File: config.mk
export PLATFORM = sky130hd
export DESIGN_NAME = wormhole_output_arbiter_flat
export DESIGN_NICKNAME = d
export VERILOG_FILES = /design/src/rtl/wormhole_output_arbiter_pkg.sv /design/src/rtl/wormhole_output_arbiter_if.sv /design/src/rtl/wormhole_output_arbiter_rr_picker.sv /design/src/rtl/wormhole_output_arbiter.sv /design/src/flat_wrapper.sv
export SDC_FILE = /design/constraint.sdc
export NUM_CORES = 1
export LEC_CHECK = 0
export CORE_MARGIN = 5
export CORE_UTILIZATION = 49
export CTS_BUF_LIST = sky130_fd_sc_hd__clkbuf_8
export DETAILED_ROUTE_END_ITERATION = 6
export PLACE_DENSITY = 0.77
export SLEW_MARGIN = 20
export SYNTH_ARGS = -nofsm -noshare
export SYNTH_HDL_FRONTEND = slang
export SYNTH_SLANG_ARGS = --single-unit
File: constraint.sdc
create_clock -name clk -period 1.5 [get_ports clk]
set_clock_uncertainty 0.15 [all_clocks]
set_input_delay 0.225 -clock clk [delete_from_list [all_inputs] [get_ports clk]]
set_output_delay 0.225 -clock clk [all_outputs]
set_load 0.005 [all_outputs]
File: src/rtl/wormhole_output_arbiter_pkg.sv
// Shared NoC types: the per-output arbiter state and the crossbar port-count constant.
package noc_types;

  localparam int NOC_PORTS = 4;

  typedef enum logic {IDLE, LOCKED} arb_state_t;

  // Index width that stays legal for a single-port crossbar.
  function automatic int idx_w(input int n);
    return (n > 1) ? $clog2(n) : 1;
  endfunction

endpackage

File: src/rtl/wormhole_output_arbiter_if.sv
// Handshake bundle between one crossbar output and its wormhole arbiter.
interface wormhole_output_arbiter_if
  import noc_types::*;
#(
  parameter int PORTS = NOC_PORTS
) ();

  localparam int IDX_W = idx_w(PORTS);

  logic [PORTS-1:0] req;
  logic             xfer;
  logic             tail;
  logic [PORTS-1:0] gnt;
  logic [IDX_W-1:0] gnt_idx;
  logic             locked;
  logic             timeout;

  modport master (
    output req, xfer, tail,
    input  gnt, gnt_idx, locked, timeout
  );

  modport slave (
    input  req, xfer, tail,
    output gnt, gnt_idx, locked, timeout
  );

endinterface

File: src/rtl/wormhole_output_arbiter_rr_picker.sv
// Combinational round-robin picker: first set req bit scanning from ptr upward, modulo PORTS.
module rr_picker #(
  parameter int PORTS = 4,
  parameter int IDX_W = 2
) (
  input  logic [PORTS-1:0] req,
  input  logic [IDX_W-1:0] ptr,
  output logic             valid,
  output logic [IDX_W-1:0] idx
);

  logic [IDX_W-1:0] cand;

  // Scan from the farthest offset down so the nearest-to-ptr request is written last and wins.
  always_comb begin
    valid = 1'b0;
    idx   = '0;
    cand  = '0;
    for (int off = PORTS - 1; off >= 0; off--) begin
      cand = IDX_W'((int'(ptr) + off) % PORTS);
      if (req[cand]) begin
        valid = 1'b1;
        idx   = cand;
      end
    end
  end

endmodule

File: src/rtl/wormhole_output_arbiter.sv
// Wormhole output arbiter: locks one input onto this output from header to tail, with idle watchdog.
module wormhole_output_arbiter
  import noc_types::*;
#(
  parameter int PORTS   = NOC_PORTS,
  parameter int TIMEOUT = 255
) (
  input  logic                       clk,
  input  logic                       rst,
  wormhole_output_arbiter_if.slave   bus
);

  localparam int IDX_W = idx_w(PORTS);
  localparam int CNT_W = (TIMEOUT > 0) ? $clog2(TIMEOUT + 1) : 1;
  localparam logic [CNT_W-1:0] CNT_LAST = (TIMEOUT > 0) ? CNT_W'(TIMEOUT - 1) : '0;

  arb_state_t       state_q, state_d;
  logic [IDX_W-1:0] ptr_q, ptr_d;
  logic [CNT_W-1:0] cnt_q, cnt_d;
  logic [PORTS-1:0] gnt_q, gnt_d;
  logic [IDX_W-1:0] gnt_idx_q, gnt_idx_d;
  logic             locked_q, locked_d;
  logic             timeout_q, timeout_d;

  logic             pick_valid;
  logic [IDX_W-1:0] pick_idx;
  logic [IDX_W-1:0] ptr_after;
  logic             wd_fire;

  rr_picker #(
    .PORTS (PORTS),
    .IDX_W (IDX_W)
  ) u_picker (
    .req   (bus.req),
    .ptr   (ptr_q),
    .valid (pick_valid),
    .idx   (pick_idx)
  );

  assign ptr_after = (gnt_idx_q == IDX_W'(PORTS - 1)) ? '0 : gnt_idx_q + IDX_W'(1);
  assign wd_fire   = (TIMEOUT != 0) && (cnt_q == CNT_LAST);

  always_comb begin
    state_d   = state_q;
    ptr_d     = ptr_q;
    cnt_d     = cnt_q;
    gnt_d     = gnt_q;
    gnt_idx_d = gnt_idx_q;
    locked_d  = locked_q;
    timeout_d = 1'b0;
    unique case (state_q)
      IDLE: begin
        if (pick_valid) begin
          state_d   = LOCKED;
          gnt_d     = PORTS'(1) << pick_idx;
          gnt_idx_d = pick_idx;
          locked_d  = 1'b1;
          cnt_d     = '0;
        end else begin
          gnt_d     = '0;
          gnt_idx_d = '0;
          locked_d  = 1'b0;
        end
      end
      LOCKED: begin
        // A tail always takes priority, so a coincident watchdog never raises timeout.
        if ((bus.xfer && bus.tail) || (!bus.xfer && wd_fire)) begin
          state_d   = IDLE;
          gnt_d     = '0;
          gnt_idx_d = '0;
          locked_d  = 1'b0;
          ptr_d     = ptr_after;
          cnt_d     = '0;
          timeout_d = !bus.xfer;
        end else if (bus.xfer) begin
          cnt_d = '0;
        end else if (TIMEOUT != 0 && cnt_q != CNT_LAST) begin
          cnt_d = cnt_q + CNT_W'(1);
        end
      end
      default: state_d = IDLE;
    endcase
  end

  always_ff @(posedge clk or negedge rst) begin
    if (!rst) begin
      state_q   <= IDLE;
      ptr_q     <= '0;
      cnt_q     <= '0;
      gnt_q     <= '0;
      gnt_idx_q <= '0;
      locked_q  <= 1'b0;
      timeout_q <= 1'b0;
    end else begin
      state_q   <= state_d;
      ptr_q     <= ptr_d;
      cnt_q     <= cnt_d;
      gnt_q     <= gnt_d;
      gnt_idx_q <= gnt_idx_d;
      locked_q  <= locked_d;
      timeout_q <= timeout_d;
    end
  end

  assign bus.gnt     = gnt_q;
  assign bus.gnt_idx = gnt_idx_q;
  assign bus.locked  = locked_q;
  assign bus.timeout = timeout_q;

endmodule

File: src/flat_wrapper.sv
// flat-port wrapper written by rule: the top's interface ports become plain ports
module wormhole_output_arbiter_flat import noc_types::*;
#(
  parameter int PORTS   = NOC_PORTS,
  parameter int TIMEOUT = 255
)
  (clk, rst, bus_req, bus_xfer, bus_tail, bus_gnt, bus_gnt_idx, bus_locked, bus_timeout);
  wormhole_output_arbiter_if #(.PORTS(PORTS)) bus_i ();
  input  logic clk;
  input  logic rst;
  input wire logic [$bits(bus_i.req)-1:0] bus_req;
  input wire logic [$bits(bus_i.xfer)-1:0] bus_xfer;
  input wire logic [$bits(bus_i.tail)-1:0] bus_tail;
  output wire logic [$bits(bus_i.gnt)-1:0] bus_gnt;
  output wire logic [$bits(bus_i.gnt_idx)-1:0] bus_gnt_idx;
  output wire logic [$bits(bus_i.locked)-1:0] bus_locked;
  output wire logic [$bits(bus_i.timeout)-1:0] bus_timeout;
  assign bus_i.req = bus_req;
  assign bus_i.xfer = bus_xfer;
  assign bus_i.tail = bus_tail;
  assign bus_gnt = bus_i.gnt;
  assign bus_gnt_idx = bus_i.gnt_idx;
  assign bus_locked = bus_i.locked;
  assign bus_timeout = bus_i.timeout;
  wormhole_output_arbiter #(.PORTS(PORTS), .TIMEOUT(TIMEOUT)) u_core (.clk(clk), .rst(rst), .bus(bus_i));
endmodule
==> results of run 1 <==
==> metal layers <==
| metal | global-route usage, % | part of all wire [%] | wire length (um) |
|---|---|---|---|
| met1 | 29.3 | 40 | 1290 |
| met2 | 30.9 | 50 | 1600 |
| met3 | 4.56 | 6.3 | 201 |
| met4 | 7.69 | 3.7 | 118 |
| met5 | 0 | 0 | 0 |
==> cells in the mapped netlist (3+ instances only) <==
master,n
a21oi_1,4
nor2_1,7
nand2_1,9
nand3_1,3
nor3_1,3
dfrtp_1,19
o21ai_0,4
inv_1,4
a32o_1,4
ha_1,3
==> power groups by stage <==
stage	sequential, W	combinational [W]	clock [W]
detailed placement	0.000664	0.000461	0
finish	0.000657	0.000559	0.000354
global route	0.000671	0.000596	0.000384
CTS	0.000649	0.000487	0.000344
global placement	0.000660	0.000448	0
floorplan	0.000675	0.000208	0
==> registers in the layout, summed over array words and instances, names as in the netlist <==
name and cells:
u_core.cnt_q 8, u_core.bus.gnt 4, u_core.bus.locked 1, u_core.bus.gnt_idx 2, u_core.ptr_q 2, u_core.bus.timeout 1, u_core.state_q 1
==> through the flow <==
step / utilization (%) / std cells
6_report: 79.9 / 169
5_1_grt: 79.9 / 169
4_1_cts: 70.9 / 163
3_5_place_dp: 67.0 / 155
3_3_place_gp: 67.0 / 155
2_1_floorplan: - / 95
==> area by class of cell <==
type / count / share of cell area, %
inverter: 4 / 0.958
clock inverter: 1 / 0.239
clock buffer: 3 / 2.63
tap: 27 / 2.15
timing repair buffer: 45 / 26.7
multi-input combinational: 70 / 37.0
sequential: 19 / 30.3
==> cell families after synthesis <==
group	synth area share, %
buf+inv	3.38
simple gates	18.9
mux	3.00
fa+ha+maj	3.76
compound gates	21.7
xor+xnor	1.75
flops	47.6
==> final timing paths <==
| check | startpoint | end | slack [ns] | cells after the start |
|---|---|---|---|---|
| worst max-delay path | u_core.cnt_q[0]$_DFFE_PN0P_ | u_core.ptr_q[0]$_DFFE_PN0P_ | -0.33 | 7 |
| worst min-delay path | rst | u_core.bus.gnt[0]$_DFFE_PN0P_ | 0.15 | 2 |
| worst max register to register | u_core.cnt_q[0]$_DFFE_PN0P_ | u_core.ptr_q[0]$_DFFE_PN0P_ | -0.33 | 7 |
| worst min register to register | u_core.bus.locked$_DFFE_PN0P_ | u_core.bus.locked$_DFFE_PN0P_ | 0.35 | 1 |
| max in group asynchronous | rst | u_core.bus.timeout$_DFF_PN0_ | 0.86 | 2 |
| min in group clk | u_core.bus.locked$_DFFE_PN0P_ | u_core.bus.locked$_DFFE_PN0P_ | 0.35 | 1 |
==> timing repair <==
item,in CTS,in global routing
setup buffers,4,6
pin swaps,1,9
setup endpoints to repair,20,25
gates resized for setup,2,35
hold buffers,0,0
==> summary.md, run 1 <==
| Metric | Value |
|---|---|
| Net Switching | 0.000483 W |
| Layout area overhead | 56.8% |
| Leading post-synthesis cells by cell area | dfrtp_1, a32o_1, ha_1 |
| Critical Path End Type | register |
| CP max-delay cell | dfrtp_1 |
| Starting DRC count in detailed routing | 45 |
| RSZ-0062 raised after global routing | true |
| Crit Path Category | register to register |
| Post-synth ARST share | 100% |
| Fin Setup TNS | -4.39 ns |
| Clock Latency Late Sink | 0.26 ns |
| Crit-path max FO | 3 |
| Max VDD drop | 0.915 mV |
| Gr ovfl total | 0 |
| Wirelength per Cell | 19.0 um |
| Starting Density | 51.0% |
| Register area | 475 um^2 |
| Clock sink count | 19 |
| First-pass GRT wire length | 4380 um |
| Setup WS pre-CTS | -0.393 ns |
| Max cap viols | 0 |
| CTS tree | yes |
| Total power | 0.00157 W |
| Remaining DRCs | 0 |
| Post-synth EDFFs | 0 |
| Seq/Total Area, Yosys | 47.6% |
| Ys Warns | 0 |
| Vias | 1006 |
| Post-synthesis cell area | 1000 um^2 |
| Post-synth top area share | 47.6% |
| Commonest non-fill, non-tap cells in the layout | buf_4, dfrtp_1, nand2_1 |
| Synth area leader | dfrtp_1 |
| Final instance area | 1570 um^2 |
| Worst path bufs/invs | 2 |
| Synth Flop Type | dfrtp_1 |
| IO Port Bufs | 15 |
| RePlAce Congestion | 0.885 |
| Total Nets Final | 154 |
| Leak | 0.819 nW |
| Internal | 0.00109 W |
| Rows | 16 |
| Required time worst endpoint | 1.50 ns |
| Post-DP HPWL | 1700 um |
| Antenna fix cells | 0 |
| Status | finished with violations |
| P per Cell Area | 1000 nW/um^2 |
| CTS clk-pin slew, worst paths | 0.07 ns |
| Critical Path AT | 1.83 ns |
| Dpl cell area | 1320 um^2 |
| Cell count after synthesis | 95 |
| CP Cell Sequence | inv_2, ha_4, nand4b_1, buf_6, o21ai_4, nand2_2, mux2_4 |
| Worst min path class | primary input to async pin |
| WL final | 3210 um |
| Num ports | 16 |
| Tot GR Track Use | 20.7% |
| Mean post-synth cell area | 10.5 um^2 |
| Sequential Power Share | 41.9% |
| Relative slew slack | 72.9% |
| Syn Nets | 106 |
| Largest net degree at the start of global routing | 20 |
| Area of the multi-input gates | 581 um^2 |
| Antenna violations before repair | 0 |
| PnR worst setup slack | -0.329 ns |
| Max-slew violations | 0 |
| Core Box Area | 1960 um^2 |
| Synth unique cells | 37 |
| Worst Max-Slew Pin Slew | 0.405 ns |
| H-tree levels | 1 |
| Clock Tree Buf Depth | 2 |
| CP startpoint kind | register |
| Vias in the first global route | 947 |
| Synthesized flop and latch total | 19 |
| Die Span X | 55.2 um |
| Share of cells above drive strength 1 | 38.7% |
| Final Hold Viols | 0 |
| CP top delay family | flip-flops |
| Final period util | 122% |
| CTS root buf | clkbuf_8 |
| Gate power share | 35.6% |
| Vias per Instance | 5.95 |
| Final setup vio count | 18 |
| CP max stage delay | 0.39 ns |
| Min cycle time layout | 1.83 ns |
| Failing checks | negative setup slack |
| Die ar. | 3040 um^2 |
| DRT Pass-1 Iters | 5 |
| Routed Antenna Nets | 0 |
| Leading cell type in the layout, fill and taps excluded | buf_4 |
| Max frequency | 0.547 GHz |
| Height of the die | 55.2 um |
| TritonCTS buffer count | 3 |
| Switching share of total power | 30.8% |
| Hold Slack | 0.151 ns |
| Fill count | 116 |
| Clk pwr share | 22.5% |
Power figures use the tool's default switching activity.
==> run 2: changes to the inputs <==
HOLD_SLACK_MARGIN = 0.1   (was default)
PLACE_DENSITY = default   (was 0.77)
PLACE_DENSITY_LB_ADDON = 0.3   (was default)
==> summary.md, run 2 (same netlist as run 1, synthesis figures left out) <==
| Metric | Value |
|---|---|
| Status | finished with violations |
| Failing checks | negative setup slack |
| Area of the multi-input gates | 557 um^2 |
| Gr ovfl total | 0 |
| Hold_buf cts | 0 |
| Commonest non-fill, non-tap cells in the layout | buf_4, dfrtp_1, nand2_1 |
| Largest net degree at the start of global routing | 20 |
| Max cap viols | 0 |
| Worst path bufs/invs | 2 |
| CTS clk-pin slew, worst paths | 0.07 ns |
| IO Port Bufs | 15 |
| Leading cell type in the layout, fill and taps excluded | buf_4 |
| CP max stage delay | 0.39 ns |
| Most flops, register | u_core.cnt_q |
| Worst Max-Slew Pin Slew | 0.384 ns |
| Required time worst endpoint | 1.51 ns |
| Die ar. | 3040 um^2 |
| Total stage count of the critical path | 7 |
| DRT Pass-1 Iters | 4 |
| CP max-delay cell | dfrtp_1 |
| Vias per Instance | 5.50 |
| CP Capture Point | u_core.cnt_q[3]$_DFFE_PN0P_ |
| Layout area overhead | 46.7% |
| Max VDD drop | 0.863 mV |
| Tot GR Track Use | 19.0% |
| Worst min path class | primary input to async pin |
| Fill count | 145 |
| CTS tree | yes |
| Final Hold Viols | 0 |
| R2R depth | 7 |
| Worst Setup SP | u_core.cnt_q[0]$_DFFE_PN0P_ |
| Min cycle time layout | 1.70 ns |
| Crit-path max FO | 4 |
| Starting DRC count in detailed routing | 19 |
| Clock Latency Late Sink | 0.26 ns |
| Wirelength per Cell | 15.5 um |
| Final setup vio count | 17 |
| Vias in the first global route | 858 |
| Num ports | 16 |
| Clock sink count | 19 |
| Register area | 475 um^2 |
| R2r setup slk | -0.20 ns |
| Critical Path End Type | register |
| P per Cell Area | 1020 nW/um^2 |
| CP top delay family | compound AO/OA/AOI/OAI gates |
| TritonCTS buffer count | 3 |
| Antenna fix cells | 0 |
| Vias | 902 |
| PnR worst setup slack | -0.204 ns |
| Remaining DRCs | 0 |
| Core Box Area | 1960 um^2 |
| Die Span X | 55.2 um |
| Setup WS pre-CTS | -0.399 ns |
| Clock Tree Buf Depth | 2 |
| Leak | 0.710 nW |
| CTS root buf | clkbuf_8 |
| Post-DP HPWL | 1850 um |
| Height of the die | 55.2 um |
| CP startpoint kind | register |
| Routed Antenna Nets | 0 |
| Total Nets Final | 149 |
| Launching point of the worst reg2reg path | u_core.cnt_q[0]$_DFFE_PN0P_ |
| Final period util | 114% |
| Total power | 0.00150 W |
| Crit Path Category | register to register |
| Max-slew violations | 0 |
| Share of cells above drive strength 1 | 35.8% |
| Largest register FFs | 8 |
| Antenna violations before repair | 0 |
| Rows | 16 |
| Critical Path AT | 1.71 ns |
| Max frequency | 0.587 GHz |
| RSZ-0062 raised after global routing | true |
| Relative slew slack | 74.3% |
| FF-to-FF End | u_core.cnt_q[3]$_DFFE_PN0P_ |
| First-pass GRT wire length | 3920 um |
| WL final | 2540 um |
| CP Cell Sequence | inv_2, ha_4, nand4b_1, o21ai_2, buf_4, nor2_2, a211o_1 |
| Starting Density | 51.0% |
| H-tree levels | 1 |
| RePlAce Congestion | 0.823 |
## run 2: timing repair
item                       4_1_cts  5_1_grt
pin swaps                        1       12
setup endpoints to repair       24       19
gates resized for setup          7       20
buffers inserted                 4        3
## run 2: worst min path at each step
| stage | startpoint | endpoint | slack, ns |
|---|---|---|---|
| 2_1_floorplan | rst | u_core.bus.gnt[0]$_DFFE_PN0P_ | -0.22 |
| 3_3_place_gp | u_core.bus.locked$_DFFE_PN0P_ | u_core.bus.locked$_DFFE_PN0P_ | 0.32 |
| 3_5_place_dp | u_core.bus.locked$_DFFE_PN0P_ | u_core.bus.locked$_DFFE_PN0P_ | 0.32 |
| 4_1_cts | rst | u_core.cnt_q[2]$_DFFE_PN0P_ | 0.14 |
| 5_1_grt | rst | u_core.cnt_q[2]$_DFFE_PN0P_ | 0.16 |
| 6_report | rst | u_core.cnt_q[3]$_DFFE_PN0P_ | 0.14 |
## run 2: final cells by class
cell class | instances | area share (%)
Multi-Input combinational cell | 70 | 38.0
Sequential cell | 19 | 32.4
Timing Repair Buffer | 40 | 23.0
Clock buffer | 3 | 2.82
Tap cell | 27 | 2.30
Inverter | 4 | 1.02
Clock inverter | 1 | 0.512
## run 2: power breakdown
part	internal (W)	total, W	leakage, nW	switching [W]
registers	0.000592	0.000652	0.249	0.0000600
logic	0.000271	0.000486	0.440	0.000216
clock network	0.000188	0.000365	0.0217	0.000177
## run 2: worst register-to-register path: cells and delay by family, from the launching register on
| family | cells | cell delay (ns) |
|---|---|---|
| AO/OA/AOI/OAI | 2 | 0.48 |
| buffers and inverters | 2 | 0.24 |
| adder cells (fa/ha/maj) | 1 | 0.12 |
| flip-flops | 1 | 0.39 |
| AND/OR/NAND/NOR | 2 | 0.21 |
## run 2: through the flow
stage / TNS [ns] / instances / hold WS, ns / util, % / cell area, um^2
after floorplan: -0.442 / 95 / -0.221 / - / 1000
after global placement: -5.23 / 156 / 0.321 / 67.4 / 1320
after detailed placement: -6.20 / 156 / 0.321 / 67.4 / 1320
after CTS: -2.86 / 164 / 0.139 / 71.2 / 1400
after global routing: -4.06 / 164 / 0.156 / 74.7 / 1470
final: -2.20 / 164 / 0.141 / 74.7 / 1470
## run 2: per-layer routing
layer	part of all wire [%]	vias up	global-route usage, %
met3	4.9	4	4.02
li1	-	434	-
met5	0	-	0
met2	51	21	30.7
met4	1.7	0	9.72
met1	42	443	23.8
==> run 3: changes to the inputs <==
PLACE_DENSITY = 0.77   (was default)
PLACE_DENSITY_LB_ADDON = default   (was 0.3)
==> results of run 3 <==
Same layout as run 1: the final DEF is identical, and so are final timing and power.
